<file path="config.mk">
export PLATFORM = sky130hd
export DESIGN_NAME = ifetch_queue
export DESIGN_NICKNAME = d
export VERILOG_FILES = /design/src/rtl/ifetch_queue.sv
export SDC_FILE = /design/constraint.sdc
export NUM_CORES = 1
export LEC_CHECK = 0
export BUFFER_PORTS_ARGS = -buffer_cell sky130_fd_sc_hd__buf_4
export CAP_MARGIN = 10
export CORE_ASPECT_RATIO = 0.75
export CORE_UTILIZATION = 60
export CTS_BUF_LIST = sky130_fd_sc_hd__clkbuf_4 sky130_fd_sc_hd__clkbuf_8
export CTS_CLUSTER_SIZE = 8
export DETAILED_ROUTE_END_ITERATION = 6
export HOLD_SLACK_MARGIN = 0.1
export PLACE_DENSITY = 0.84
export SLEW_MARGIN = 20
export SYNTH_ARGS = -nofsm -noshare
export SYNTH_HDL_FRONTEND = slang
export SYNTH_SLANG_ARGS = --single-unit
</file>
<file path="constraint.sdc">
create_clock -name clock -period 2.32 [get_ports clock]
set_input_delay 0.464 -clock clock [delete_from_list [all_inputs] [get_ports clock]]
set_output_delay 0.464 -clock clock [all_outputs]
set_load 0.01 [all_outputs]
</file>
<file path="src/rtl/ifetch_queue.sv">
// Instruction prefetch queue: owns the fetch PC, keeps one request to imem in flight, buffers words for decode.
// Latency: ack in cycle t is visible to decode in t+1. Backpressure: fetching stalls while the FIFO is full.
module ifetch_queue #(
    parameter int              DEPTH    = 4,
    parameter int              PC_W     = 16,
    parameter logic [PC_W-1:0] RESET_PC = '0
) (
    input  logic            clock,
    input  logic            resetn,
    input  logic [17:0]     brbus,
    output logic            imem_req,
    output logic [PC_W-1:0] imem_addr,
    input  logic            imem_ack,
    input  logic [15:0]     imem_rdata,
    output logic [15:0]     inst,
    output logic [PC_W-1:0] inst_pc,
    output logic            inst_valid,
    input  logic            inst_ready
);
    localparam int            AW   = $clog2(DEPTH);
    localparam logic [AW:0]   FULL = (AW+1)'(DEPTH);

    logic [15:0]     dat_q [DEPTH];
    logic [PC_W-1:0] pc_q  [DEPTH];
    logic [AW-1:0]   wr_ptr_q, wr_ptr_d, rd_ptr_q, rd_ptr_d;
    logic [AW:0]     count_q, count_d;
    logic [PC_W-1:0] fetch_pc_q, fetch_pc_d, req_pc_q, req_pc_d;
    logic            pending_q, pending_d, discard_q, discard_d;

    logic            redirect, ack_vld, push, pop;
    logic [PC_W-1:0] br_target;

    assign redirect  = brbus[17] & brbus[16];
    assign br_target = PC_W'(brbus[15:0]);
    // A stray ack with nothing outstanding (e.g. after a mid-request reset) is ignored.
    assign ack_vld   = imem_ack & pending_q;
    assign push      = ack_vld & ~discard_q & ~redirect;
    assign pop       = inst_valid & inst_ready;

    assign imem_req   = resetn & ~pending_q & (count_q < FULL) & ~redirect;
    assign imem_addr  = fetch_pc_q;
    assign inst       = dat_q[rd_ptr_q];
    assign inst_pc    = pc_q[rd_ptr_q];
    assign inst_valid = (count_q != '0);

    always_comb begin
        fetch_pc_d = fetch_pc_q;
        req_pc_d   = req_pc_q;
        pending_d  = pending_q;
        discard_d  = discard_q;
        wr_ptr_d   = wr_ptr_q + AW'(push);
        rd_ptr_d   = rd_ptr_q + AW'(pop);
        count_d    = count_q;
        case ({push, pop})
            2'b10:   count_d = count_q + (AW+1)'(1);
            2'b01:   count_d = count_q - (AW+1)'(1);
            default: count_d = count_q;
        endcase
        if (imem_req) begin
            fetch_pc_d = fetch_pc_q + PC_W'(1);
            req_pc_d   = fetch_pc_q;
            pending_d  = 1'b1;
        end
        if (ack_vld) begin
            pending_d = 1'b0;
            discard_d = 1'b0;
        end
        if (redirect) begin
            fetch_pc_d = br_target;
            count_d    = '0;
            rd_ptr_d   = wr_ptr_q;
            if (pending_q & ~imem_ack) begin
                discard_d = 1'b1;
            end
        end
    end

    always_ff @(posedge clock or negedge resetn) begin
        if (!resetn) begin
            fetch_pc_q <= RESET_PC;
            req_pc_q   <= '0;
            pending_q  <= 1'b0;
            discard_q  <= 1'b0;
            wr_ptr_q   <= '0;
            rd_ptr_q   <= '0;
            count_q    <= '0;
            for (int i = 0; i < DEPTH; i++) begin
                dat_q[i] <= '0;
                pc_q[i]  <= '0;
            end
        end else begin
            fetch_pc_q <= fetch_pc_d;
            req_pc_q   <= req_pc_d;
            pending_q  <= pending_d;
            discard_q  <= discard_d;
            wr_ptr_q   <= wr_ptr_d;
            rd_ptr_q   <= rd_ptr_d;
            count_q    <= count_d;
            if (push) begin
                dat_q[wr_ptr_q] <= imem_rdata;
                pc_q[wr_ptr_q]  <= req_pc_q;
            end
        end
    end
endmodule
</file>
* Word level (Yosys, flattened, before mapping) *
Cells that the tools add are included.

cells by class
  order comparisons = 4
  reduce and logical (&&, ||, !) cells = 5
  $add $sub $neg = 5
  eq/ne operators = 2
  bitwise logic cells = 15
  mux-type cells = 20

operators with widths
  operator               number
  $bwmux 64              2
  $mux 16                7
  $bmux 16 s2            2
  $demux 16 s2           1
  $add 16x1->16 const B  1
  $and 1x1->1            9
  $ge 3x3->1 const B     2
  $not 2->3              2
  $pmux 3 s2             1
  $reduce_bool 3->1      2
  $mux 1                 5
  $add 2x1->2            2
  $not 1->1              4
  $reduce_bool 2->1      2
  $add 3x1->3 const B    1
  $lt 3x1->1 const B     1
  $lt 3x3->1 const B     1
  $mux 3                 1
  $sub 3x1->3 const B    1
  $eq 2x1->1 const B     1
  $eq 2x2->1 const B     1
  $mux 2                 1
  $logic_and 1x1->1      1

storage, ports and cells
  flip-flop bits (word level) = 169
  output and inout port bits = 50
  bits of input ports = 38

* Depth between registers and ports, before layout *
  depth after elaboration = 6
  gate-level depth with buffers = 6
  mapped depth without buffers = 5

* Worst setup path after synthesis *
OpenSTA, ideal clock, no wires.

  path type = register -> register
  start point = register fetch_pc_q[0], in the netlist imem_addr[0]
  end point = register fetch_pc_q[12], in the netlist imem_addr[12]
  arrival = 1.864 ns
  required time = 2.238 ns
  stages on the path, launching flop included = 6
  path buffers = 0
  slack = 0.374 ns
  period minus slack after synthesis = 1.946 ns
  library setup time = 0.082 ns
  path through = dfrtp_1 > ha_1 > nand4bb_4 > or4_4 > or3_1 > a31oi_1

between the ends
  cells in the longest elaborated chain, start to end = 3

RTL lines
  item                    line  source
  from (decl)             27    logic [PC_W-1:0] fetch_pc_q, fetch_pc_d, req_pc_q, req_pc_d;
  from (signal assigned)  92    fetch_pc_q <= fetch_pc_d;
  $add 16x1->16           60    fetch_pc_d = fetch_pc_q + PC_W'(1);
  $mux 16                 59    if (imem_req) begin
  $mux 16                 68    if (redirect) begin

Every way passes these cells. The select of a mux whose other input is x is not followed.
A chain may end at the register's enable or synchronous reset.

* Worst setup path after layout *
  start point = register rd_ptr_q[0]
  end point = output inst_pc[8]

between the ends
  cells in the longest elaborated chain, start to end = 4

RTL lines
  item                                        line  source
  from (decl)                                 25    logic [AW-1:0] wr_ptr_q, wr_ptr_d, rd_ptr_q, rd_ptr_d;
  from (signal assigned)                      97    rd_ptr_q <= rd_ptr_d;
  $not 2->3 (implied by the code)             43    assign inst_pc = pc_q[rd_ptr_q];
  $bmux 16 s2                                 43
  $mux 16 (implied by the code) (2 in a row)  43
  to (decl)                                   16    output logic [PC_W-1:0] inst_pc,

Every way passes these cells. The select of a mux whose other input is x is not followed.

==> impl_metrics.json <==
{
  "synthCells": 493,
  "area_growth_pct": 22.0,
  "layout_common_cells": "dfrtp_1, mux2_2, buf_4",
  "num_rows": 34,
  "fill_cells": 725,
  "synth_edf_count": 0,
  "track_usage_pct": 27.7,
  "initial_core_util_pct": 63.0,
  "path_cells": "buf_4 > buf_12 > mux4_2 > buf_6",
  "r2r_setup_slack_ns": 0.18,
  "async_flop_share_pct": 100,
  "io_pins": 88,
  "slowest_stage": "mux4_2",
  "critPathMaxFanout": 8,
  "syn_avg_cell_area_sq_um": 15.1,
  "critPathTopFamily": "multiplexers",
  "nets": 646,
  "grt_pass1_vias": 4905,
  "drive_gt1_share_pct": 54.0,
  "fmax_mhz": 434,
  "critPathArrivalTime_ns": 1.84,
  "clkLatencyLatePin_ns": 0.45,
  "required_ns": 1.86,
  "yosys_warnings": 0,
  "final_hold_viol_count": 0,
  "grt_max_degree": 130,
  "cp-startpoint": "rd_ptr_q[0]",
  "initialDrtViolationCount": 332,
  "firstDrtPassIters": 6,
  "htreeDepth": 4,
  "viasPerCell": 5.95,
  "diodes": 0,
  "rsz0062_at_grt": "true",
  "ys.flop_type": "dfrtp_1",
  "hold_path_depth": 3,
  "finalWorstSetupSlack_ns": 0.0138,
  "yosysSeqAreaShare_pct": 56.8,
  "dieArea_sq_um": 12900,
  "place_congestion": 0.808,
  "cts_tree": "yes",
  "layout_worst_path_cycle_share_pct": 99.4,
  "min_to": "imem_addr[11]",
  "maxSlewHeadroom_pct": 51.6,
  "syn_nets": 535,
  "dpl.hpwl_mm": 10.3,
  "drt-wirelength-per-cell_microns": 21.0,
  "clock_skew_ns": 0.0112,
  "dp_cells": 738,
  "antenna_found_initial": 0,
  "core_sq_um": 11800,
  "cp-end-kind": "primary output",
  "period_needed_ns": 2.31,
  "num_vias": 4636,
  "r2r-end": "imem_addr[14]",
  "hp-class": "primary input to register",
  "pre_cts_slack_ns": 0.225,
  "pwr_density_cell_nw_per_um2": 1350,
  "syn_area_sq_um": 7450,
  "clock_path_buffers": 2,
  "yosys.cell_types.count": 37,
  "max_stage_delay_ns": 0.55,
  "overflow": 0,
  "holdWs_ns": 0.204,
  "start_kind": "register",
  "slew_violations": 0,
  "path_class": "register to primary output",
  "path_buf_inv": 3,
  "die_y_microns": 98.5,
  "cts_buffers": 17,
  "ff_latch_area_sq_um": 4230,
  "cts.sinks": 169,
  "die_x_microns": 131,
  "ir_drop_uv": 720,
  "instances_no_fill": 779,
  "final_common_cell": "dfrtp_1",
  "leakagePower_nw": 4.12,
  "clk_pin_slew_ns": 0.08,
  "hp-start": "brbus[11]",
  "cap_violations": 0,
  "r2r_cells": 5,
  "multi_input_area_sq_um": 3100,
  "outcome": "completed",
  "port_buffers": 87,
  "setup-violations-final": 0,
  "wirelength_mm": 16.3,
  "r2r_start": "imem_addr[1]",
  "tightest_slew_ns": 0.719,
  "grt_pass1_wl_mm": 26.3,
  "ctsRootBufferMaster": "clkbuf_8",
  "postRouteAntennaNets": 0,
  "synth-seq-cells": 169,
  "drc": 0
}
flip-flops by register name, summed over array words and instances (netlist names), named ones only:
name       cells
count_q        3
dat_q         64
imem_addr     16
pc_q          64
pending_q      1
rd_ptr_q       2
req_pc_q      16
wr_ptr_q       2
how the worst max path moves through the flow:
stage / to / slack [ns] / cells after the start
6_report: inst_pc[8] / 0.01 / 4
5_1_grt: inst[4] / -0.06 / 4
4_1_cts: inst_pc[8] / -0.03 / 4
3_5_place_dp: imem_addr[12] / 0.22 / 5
3_3_place_gp: imem_addr[14] / 0.24 / 5
2_1_floorplan: imem_addr[12] / 0.37 / 5
cell usage after synthesis (4+ instances only):
cell type    n  area [sq um]
mux2_2     141          1590
xor2_1       5          43.8
mux2i_1      4          40.0
nor3_1       6          30.0
clkbuf_1    12          45.0
o21ai_0     19          95.1
nor2_1       5          18.8
dfrtp_1    169          4230
nand4_1      7          43.8
nand2_1     28           105
buf_2       15          75.1
mux4_2      32           721
inv_1        6          22.5
xnor2_1      8          70.1
where the power goes:
part / switching [mW] / total [mW] / internal, mW
sequential: 0.995 / 5.23 / 4.24
clock: 1.06 / 2.02 / 0.959
combinational: 1.86 / 4.99 / 3.13
total: 3.92 / 12.2 / 8.32
routing by layer:
| layer | vias up | routed length, microns | GRT usage [%] |
|---|---|---|---|
| met2 | 113 | 8300 | 43.6 |
| met3 | 17 | 645 | 7.60 |
| met5 | - | 0 | 0 |
| li1 | 2026 | - | - |
| met1 | 2480 | 7230 | 38.4 |
| met4 | 0 | 169 | 7.43 |
cells by family (layout without fill, tap and decap cells):
group / after synthesis / in the layout / synth area share (%)
XOR/XNOR: 13 / 13 / 1.53
multiplexers: 178 / 178 / 31.7
buffers and inverters: 33 / 157 / 1.92
AO/OA/AOI/OAI: 29 / 29 / 2.20
adder cells (fa/ha/maj): 4 / 4 / 0.773
AND/OR/NAND/NOR: 67 / 67 / 5.09
flip-flops: 169 / 169 / 56.8
metrics by stage:
step	util [%]	cell area [sq um]	setup TNS, ns	power, mW
2_1_floorplan	-	7450	0	7.75
3_3_place_gp	71.5	8460	0	9.38
3_5_place_dp	71.5	8460	0	9.66
4_1_cts	76.1	8990	-0.218	12.0
5_1_grt	76.8	9080	-1.02	12.9
6_report	76.8	9080	0	12.2
cell type report:
class,count,share of cell area [%]
inverter,6,0.248
timing repair buffer,119,12.5
tap,162,2.23
multi-input combinational,291,34.2
sequential,169,46.6
clock inverter,10,1.02
clock buffer,22,3.20
what timing repair did:
item | 4_1_cts | 5_1_grt
endpoints found under the hold margin | 40 | 0
setup buffers | 3 | 2
endpoints found under the setup margin | 31 | 33
gates cloned | 3 | 0
hold buffers | 1 | 0
resized for setup | 11 | 20
tightest hold or removal path, cell delays in order:
cell	delay [ns]
buf_4	0.08
nand2_1	0.04
nand2_1	0.04
No activity file was read; power rests on OpenSTA's default activity.
